## src/rtl/muldiv_unit.sv

```systemverilog
// Iterative MULT/MULTU/DIV/DIVU unit that owns the architectural HI/LO registers.
// It does one shift-add or restoring shift-subtract step per cycle, then one sign-fix cycle.
module muldiv_unit #(
    parameter int WIDTH = 32
) (
    input  logic             clk,
    input  logic             reset,
    input  logic             mdstartE,
    input  logic [1:0]       mdopE,
    input  logic [1:0]       hilowriteE,
    input  logic             hiloselE,
    input  logic             stallE,
    input  logic [WIDTH-1:0] srcaE,
    input  logic [WIDTH-1:0] srcbE,
    output logic             mdrunE,
    output logic [WIDTH-1:0] hilooutE
);

    localparam int CW = (WIDTH > 1) ? $clog2(WIDTH) : 1;

    typedef enum logic [1:0] {IDLE, RUN, FIX} state_t;

    state_t             state;
    logic [CW-1:0]      cnt;
    logic [1:0]         op;
    logic               sa, sb, b_zero;
    logic [WIDTH-1:0]   hi, lo, mag_a, mag_b, rem;
    logic [2*WIDTH-1:0] prod;

    logic               a_neg, b_neg;
    logic [WIDTH-1:0]   in_mag_a, in_mag_b;
    logic [WIDTH:0]     mul_sum, div_shift, div_diff;
    logic               div_ok;
    logic [2*WIDTH-1:0] mul_next, prod_neg;
    logic [WIDTH-1:0]   fix_hi, fix_lo;

    // Only the signed ops (funct[0] == 0) take magnitudes of negative operands.
    assign a_neg    = ~mdopE[0] & srcaE[WIDTH-1];
    assign b_neg    = ~mdopE[0] & srcbE[WIDTH-1];
    assign in_mag_a = a_neg ? -srcaE : srcaE;
    assign in_mag_b = b_neg ? -srcbE : srcbE;

    // Multiply: the low half starts as the multiplier and is consumed LSB-first.
    assign mul_sum  = {1'b0, prod[2*WIDTH-1:WIDTH]} + {1'b0, (prod[0] ? mag_a : {WIDTH{1'b0}})};
    assign mul_next = {mul_sum, prod[WIDTH-1:1]};

    // Divide: prod[WIDTH-1:0] shifts the dividend out MSB-first and the quotient in.
    assign div_shift = {rem, prod[WIDTH-1]};
    assign div_diff  = div_shift - {1'b0, mag_b};
    assign div_ok    = ~div_diff[WIDTH];
    assign prod_neg  = -prod;

    // NOTE: every output of a combinational block gets a default first so no latch is inferred.
    always_comb begin
        fix_hi = prod[2*WIDTH-1:WIDTH];
        fix_lo = prod[WIDTH-1:0];
        if (!op[1]) begin
            if (sa ^ sb) begin
                fix_hi = prod_neg[2*WIDTH-1:WIDTH];
                fix_lo = prod_neg[WIDTH-1:0];
            end
        end else begin
            // A zero divisor leaves the all-ones quotient untouched.
            fix_lo = ((sa ^ sb) & ~b_zero) ? prod_neg[WIDTH-1:0] : prod[WIDTH-1:0];
            fix_hi = sa ? -rem : rem;
        end
    end

    // NOTE: all sequential state uses non-blocking assignments so every register samples pre-edge values.
    always_ff @(posedge clk or negedge reset) begin
        if (!reset) begin
            state  <= IDLE;
            mdrunE <= 1'b0;
            cnt    <= '0;
            op     <= '0;
            sa     <= 1'b0;
            sb     <= 1'b0;
            b_zero <= 1'b0;
            hi     <= '0;
            lo     <= '0;
            mag_a  <= '0;
            mag_b  <= '0;
            rem    <= '0;
            prod   <= '0;
        end else begin
            case (state)
                IDLE: begin
                    if (mdstartE && !stallE) begin
                        state  <= RUN;
                        mdrunE <= 1'b1;
                        op     <= mdopE;
                        sa     <= a_neg;
                        sb     <= b_neg;
                        b_zero <= (srcbE == '0);
                        mag_a  <= in_mag_a;
                        mag_b  <= in_mag_b;
                        rem    <= '0;
                        prod   <= {{WIDTH{1'b0}}, (mdopE[1] ? in_mag_a : in_mag_b)};
                        cnt    <= CW'(WIDTH - 1);
                    end else if (!stallE) begin
                        if (hilowriteE[1]) hi <= srcaE;
                        if (hilowriteE[0]) lo <= srcaE;
                    end
                end
                RUN: begin
                    if (op[1]) begin
                        prod <= {prod[2*WIDTH-1:WIDTH], prod[WIDTH-2:0], div_ok};
                        rem  <= div_ok ? div_diff[WIDTH-1:0] : div_shift[WIDTH-1:0];
                    end else begin
                        prod <= mul_next;
                    end
                    if (cnt == '0) state <= FIX;
                    else           cnt   <= cnt - 1'b1;
                end
                FIX: begin
                    hi     <= fix_hi;
                    lo     <= fix_lo;
                    state  <= IDLE;
                    mdrunE <= 1'b0;
                end
                default: begin
                    state  <= IDLE;
                    mdrunE <= 1'b0;
                end
            endcase
        end
    end

    assign hilooutE = hiloselE ? hi : lo;

endmodule
```

## config.mk

```make
export PLATFORM = sky130hd
export DESIGN_NAME = muldiv_unit
export DESIGN_NICKNAME = d
export VERILOG_FILES = /design/src/rtl/muldiv_unit.sv
export SDC_FILE = /design/constraint.sdc
export NUM_CORES = 1
export LEC_CHECK = 0
export CAP_MARGIN = 10
export CORE_MARGIN = 5
export CORE_UTILIZATION = 30
export DETAILED_ROUTE_END_ITERATION = 6
export DONT_BUFFER_PORTS = 1
export GPL_TIMING_DRIVEN = 0
export SLEW_MARGIN = 20
export SYNTH_ARGS = -nofsm -noshare
export SYNTH_HDL_FRONTEND = slang
export SYNTH_SLANG_ARGS = --single-unit
export TNS_END_PERCENT = 100
```

## constraint.sdc

```tcl
create_clock -name clk -period 4.3 [get_ports clk]
set_input_delay 0.86 -clock clk [delete_from_list [all_inputs] [get_ports clk]]
set_output_delay 0.86 -clock clk [all_outputs]
set_load 0.005 [all_outputs]
```

## Yosys cells after proc, flatten, opt, wreduce, memory -nomap -nowiden

Cells that the tools add are included.

- $add $sub $neg: 7
- Equal/unequal tests: 11
- Mux-type cells: 34
- Bitwise operators: 8
- Reductions and logical operators: 16

Operators by type and width:

| cell | number |
|---|---|
| $mux W32 | 20 |
| $pmux W32 S2 | 3 |
| $mux W64 | 2 |
| $pmux W64 S2 | 1 |
| $neg A32 Y32 | 3 |
| $neg A64 Y64 | 1 |
| $add A32 B32 Y33 | 1 |
| $sub A33 B32 Y33 | 1 |
| $logic_not A32 Y1 | 1 |
| $ne A2 B2 Y1 const B | 9 |
| $mux W5 | 2 |
| $pmux W5 S2 | 1 |
| $reduce_and A3 Y1 | 3 |
| $reduce_and A2 Y1 | 4 |
| $reduce_and A4 Y1 | 2 |
| $logic_not A5 Y1 | 1 |
| $sub A5 B1 Y5 const B | 1 |
| $mux W2 | 2 |
| $not A1 Y1 | 4 |
| $pmux W2 S2 | 1 |
| $reduce_bool A2 Y1 | 2 |
| $and A1 B1 Y1 | 3 |
| $eq A2 B1 Y1 const B | 1 |
| $eq A2 B2 Y1 const B | 1 |
| other kinds (6) | 6 |

- Bits in registers: 237
- Input bits: 73
- Output and inout port bits: 33
- Word-level logic and storage cells: 90

## Logic depth before layout (Yosys ltp)

- Depth after elaboration: 6
- Depth in mapped cells: 16

## Least setup slack after synthesis

No wires, ideal clock.

- Path type: flip-flop to flip-flop
- Start: register prod[0]
- End: register prod[61]
- Setup time: 0.133 ns
- Data arrival time: 3.181 ns
- Slack: 0.986 ns
- Stages on the path, launching flop included: 17
- Path buffers: 2
- Period minus slack after synthesis: 3.314 ns
- Cells stage by stage: dfrtp_1 -> clkbuf_1 -> clkbuf_1 -> and2_1 -> ha_1 -> inv_1 -> fa_1 -> nor2b_1 -> o31ai_1 -> a21o_1 -> a32o_1 -> o21ai_0 -> a221oi_1 -> o211ai_1 -> a31oi_1 -> xor2_1 -> o21ai_0

- Longest elaborated chain between the ends: 4

Ends and longest elaborated chain:

| element | line | source |
|---|---|---|
| from (decl) | 28 | `logic [2*WIDTH-1:0] prod;` |
| from (signal assigned) | 98 | `prod <= {{WIDTH{1'b0}}, (mdopE[1] ? in_mag_a : in_mag_b)};` |
| from (signal assigned) | 107 | `prod <= {prod[2*WIDTH-1:WIDTH], prod[WIDTH-2:0], div_ok};` |
| from (signal assigned) | 110 | `prod <= mul_next;` |
| $mux W32 | 44 | `assign mul_sum = {1'b0, prod[2*WIDTH-1:WIDTH]} + {1'b0, (prod[0] ? mag_a : {WIDTH{1'b0}})};` |
| $add A32 B32 Y33 | 44 |  |
| $mux W64 | 106 | `if (op[1]) begin` |
| $pmux W64 S2 | 86 | `case (state)` |

Every way passes these cells. The select of a mux whose other input is x is not followed.
A chain may end at the register's enable or synchronous reset.

## Final worst setup path

- Start: register prod[31]
- End: register rem[3]

- Longest elaborated chain between the ends: 4

Ends and longest elaborated chain:

| element | line | source |
|---|---|---|
| $sub A33 B32 Y33 | 49 | `assign div_diff = div_shift - {1'b0, mag_b};` |
| $mux W32 | 108 | `rem <= div_ok ? div_diff[WIDTH-1:0] : div_shift[WIDTH-1:0];` |
| $mux W32 | 106 |  |
| $pmux W32 S2 | 86 |  |
| to (signal assigned) | 108 |  |
| to (decl) | 27 | `logic [WIDTH-1:0] hi, lo, mag_a, mag_b, rem;` |

Every way passes these cells. The select of a mux whose other input is x is not followed.

==> impl_metrics.env <==
export IMPL_die_area_um2=63500
export IMPL_status="completed"
export IMPL_relSlewSlack=0.267
export IMPL_met1_usage=0.295
export IMPL_num_rows=88
export IMPL_worst_pin_slew_ns=1.09
export IMPL_drv_cap=0
export IMPL_yosys_warnings=0
export IMPL_hp_class="input pin to async pin"
export IMPL_viasPerCell=5.79
export IMPL_ioPinCount=106
export IMPL_antenna_found_initial=0
export IMPL_track_usage=0.212
export IMPL_end_kind="register"
export IMPL_synthTopCellsByArea="dfrtp_1 34%, o21ai_0 7.3%, nand2_1 6.2%, xnor2_1 5.0%, ha_1 5.0%"
export IMPL_port_buffers=0
export IMPL_finish_utilization=0.341
export IMPL_ys_flop_type="dfrtp_1"
export IMPL_die_h_um=252
export IMPL_syn_inst=2141
export IMPL_required_ns=4.82
export IMPL_cts_max_level=1
export IMPL_critPathLaunchType="register"
export IMPL_internal_power_mw=9.08
export IMPL_synth_top_area_frac=0.336
export IMPL_clk_pin_slew_ns=0.06
export IMPL_max_clock_path_buffers=3
export IMPL_area_growth_pct=12.2
export IMPL_slowest_delay_ns=0.61
export IMPL_yosys_top_cells_count="292 x nand2_1, 255 x o21ai_0, 236 x dfrtp_1"
export IMPL_overflow=0
export IMPL_crit_slowest_cell="a2111oi_0"
export IMPL_fillers=6045
export IMPL_synth_seq_cells=236
export IMPL_reg2regPathDepth=13
export IMPL_clkLatencyLatePin_ns=0.60
export IMPL_clock_root_buffer="clkbuf_16"
export IMPL_drcViolationCount=0
export IMPL_startpoint="prod[31]$_DFFE_PN0P_"
export IMPL_critical_path_cell_chain="inv_1 > ha_1 > fa_1 > nand2b_1 > a21oi_1 > o21ai_0 > o21ai_1 > a311oi_1 > o21a_1 > o311ai_2 > inv_1 > a2111oi_0 > a221o_1"
export IMPL_use_met3=0.0488
export IMPL_cts_num_sinks=236
export IMPL_dpl_cell_area_um2=18500
export IMPL_ir_drop_v=0.000400
export IMPL_first_pass_iters=7
export IMPL_register_area_um2=5910
export IMPL_top_usage_layer="met2"
export IMPL_fin_crit_ns=4.20
export IMPL_path_max_fanout=5
export IMPL_clockPowerShare=0.149
export IMPL_dp_cells=2907
export IMPL_layout_drive_gt1_share=0.0627
export IMPL_crit_top_cell="inv_1"
export IMPL_synth_area_leader_cell="dfrtp_1"
export IMPL_worst_slack_ns=0.102
export IMPL_postRouteAntennaNets=0
export IMPL_synth_most_common_cell="nand2_1"
export IMPL_cts_buffers=30
export IMPL_worst_clock_skew_ns=0.0257
export IMPL_syn_nets=2286
export IMPL_routedWlPerCell_um=23.9
export IMPL_design_area_um2=19700
export IMPL_grt_pass1_wl_mm=104
export IMPL_powerDensity_nw_per_um2=930
export IMPL_initial_core_util=0.304
export IMPL_arrival_ns=4.72
export IMPL_diodes=0
export IMPL_r2r_slack_ns=0.10
export IMPL_power_switching_share=0.504
export IMPL_r2r_start="prod[31]$_DFFE_PN0P_"
export IMPL_pre_cts_ws_ns=-0.0963
export IMPL_synth_area_um2=17600
export IMPL_gp_routability_congestion=0.990
export IMPL_multi_input_area_um2=10900
export IMPL_core_region_area_um2=57800
export IMPL_maxClockFrequency_mhz=238
export IMPL_power_leakage_nw=8.14
export IMPL_synth_async_reset_ratio=1.00
export IMPL_syn_area_per_cell_um2=8.20
export IMPL_reg2reg_to="rem[3]$_DFFE_PN0P_"
export IMPL_synth_cell_types=80
export IMPL_power_switching_mw=9.24
export IMPL_drt_iter0_drc=2184
export IMPL_synth_edf_count=0
export IMPL_maxSlewViolCount=0
export IMPL_die_w_um=252
export IMPL_critPathKind="register to register"
export IMPL_synth_seq_area_share=0.336
export IMPL_grt_pass1_vias=16100
export IMPL_finalHoldViolCount=0
export IMPL_final_cells=2966
export IMPL_combPwrFrac=0.594
export IMPL_hpwlAfterDp_mm=55.3
export IMPL_grt_met2_usage=0.332
export IMPL_num_vias=17200
export IMPL_crit_end="rem[3]$_DFFE_PN0P_"
export IMPL_drt_total_wl_mm=70.8
export IMPL_min_period_over_period=0.976
export IMPL_rsz0062_at_grt="false"
export IMPL_setup_violations_final=0
export IMPL_seq_power_share=0.257
export IMPL_cts_tree="done"
export IMPL_grt_start_max_net_pins=109
export IMPL_layout_nets=2322
==> power by group through the flow <==
stage | logic, mW | registers [mW] | clock network, mW
3_3_place_gp | 10.4 | 4.60 | 0
3_5_place_dp | 10.5 | 4.64 | 0
5_1_grt | 11.9 | 4.80 | 2.84
6_report | 10.9 | 4.70 | 2.73
4_1_cts | 10.7 | 4.61 | 2.75
2_1_floorplan | 7.75 | 4.10 | 0
==> worst max-delay path: cells and delay by family (launching register included) <==
| kind | cells | cell delay (ns) |
|---|---|---|
| AOI/OAI and AO/OA | 8 | 2.41 |
| adders and majority gates | 2 | 0.63 |
| DFF | 1 | 0.50 |
| and+or+nand+nor | 1 | 0.21 |
| buffers and inverters | 2 | 0.39 |
==> stage by stage <==
stage	hold slack, ns	setup TNS, ns	power, mW
3_5_place_dp	0.467	-0.0963	15.2
5_1_grt	0.142	0	19.5
3_3_place_gp	0.457	-0.0431	15.0
6_report	0.126	0	18.3
4_1_cts	0.150	0	18.0
2_1_floorplan	0.442	0	11.8
==> flip-flops by register name (all words and copies together), names as in the netlist, 2 cells and up <==
| signal | flops |
|---|---|
| mag_a | 32 |
| lo | 32 |
| rem | 32 |
| cnt | 5 |
| mag_b | 32 |
| state | 2 |
| prod | 64 |
| hi | 32 |
==> cell families (layout without fill, tap and decap cells) <==
group	count (synthesis)	after routing	synth area share
compound gates	675	675	0.236
simple gates	674	674	0.182
flops	236	236	0.336
buf+inv	200	260	0.0433
xor+xnor	199	199	0.0993
mux	85	85	0.0509
fa+ha+maj	72	72	0.0522
==> per-layer routing <==
metal  part of all wire  wire [um]
met1               0.43      30300
met2               0.44      31000
met3              0.097       6890
met4              0.036       2550
met5                  0          0
==> worst min path at each step <==
| stage | start | endpoint | slack [ns] |
|---|---|---|---|
| global placement | mag_a[3]$_DFFE_PN0P_ | mag_a[3]$_DFFE_PN0P_ | 0.46 |
| detailed placement | mag_a[30]$_DFFE_PN0P_ | mag_a[30]$_DFFE_PN0P_ | 0.47 |
| global route | reset | lo[23]$_DFFE_PN0P_ | 0.14 |
| finish | reset | lo[23]$_DFFE_PN0P_ | 0.13 |
| floorplan | mag_a[0]$_DFFE_PN0P_ | mag_a[0]$_DFFE_PN0P_ | 0.44 |
| CTS | reset | lo[23]$_DFFE_PN0P_ | 0.15 |
==> cells in the final DEF (no fill, tap or decap), types with 10 or more instances in the layout <==
| master | n |
|---|---|
| clkbuf_16 | 31 |
| mux2i_1 | 51 |
| nor2b_1 | 23 |
| buf_1 | 10 |
| nor3_1 | 35 |
| mux2_2 | 34 |
| ha_1 | 70 |
| dfrtp_1 | 235 |
| o31ai_1 | 38 |
| and3_1 | 18 |
| a21oi_1 | 166 |
| or3_1 | 22 |
| o221ai_1 | 25 |
| and2_1 | 40 |
| o41ai_1 | 11 |
| nor4_1 | 11 |
| a211oi_1 | 32 |
| o21ai_0 | 253 |
| nor2_1 | 128 |
| nand2b_1 | 34 |
| o211ai_1 | 11 |
| o21a_1 | 10 |
| xnor2_1 | 101 |
| a31oi_1 | 23 |
| a21o_1 | 27 |
| inv_1 | 73 |
| xor2_1 | 98 |
| nand2_1 | 292 |
| nand3_1 | 23 |
| clkbuf_1 | 105 |
==> what timing repair did <==
item,in CTS,in global routing
endpoints found under the hold margin,108,0
resized for setup,1,11
setup endpoints to repair,3,32
hold buffers,3,0
pin swaps,0,1
setup buffers,0,1
==> area by class of cell <==
| class | count | share of cell area |
|---|---|---|
| Multi-Input combinational cell | 1705 | 0.554 |
| Sequential cell | 236 | 0.300 |
| Tap cell | 765 | 0.0486 |
| Clock buffer | 33 | 0.0408 |
| Buffer | 125 | 0.0246 |
| Inverter | 74 | 0.0141 |
| Clock inverter | 23 | 0.0131 |
| Timing Repair Buffer | 5 | 0.00495 |
No activity file was read; power rests on OpenSTA's default activity.
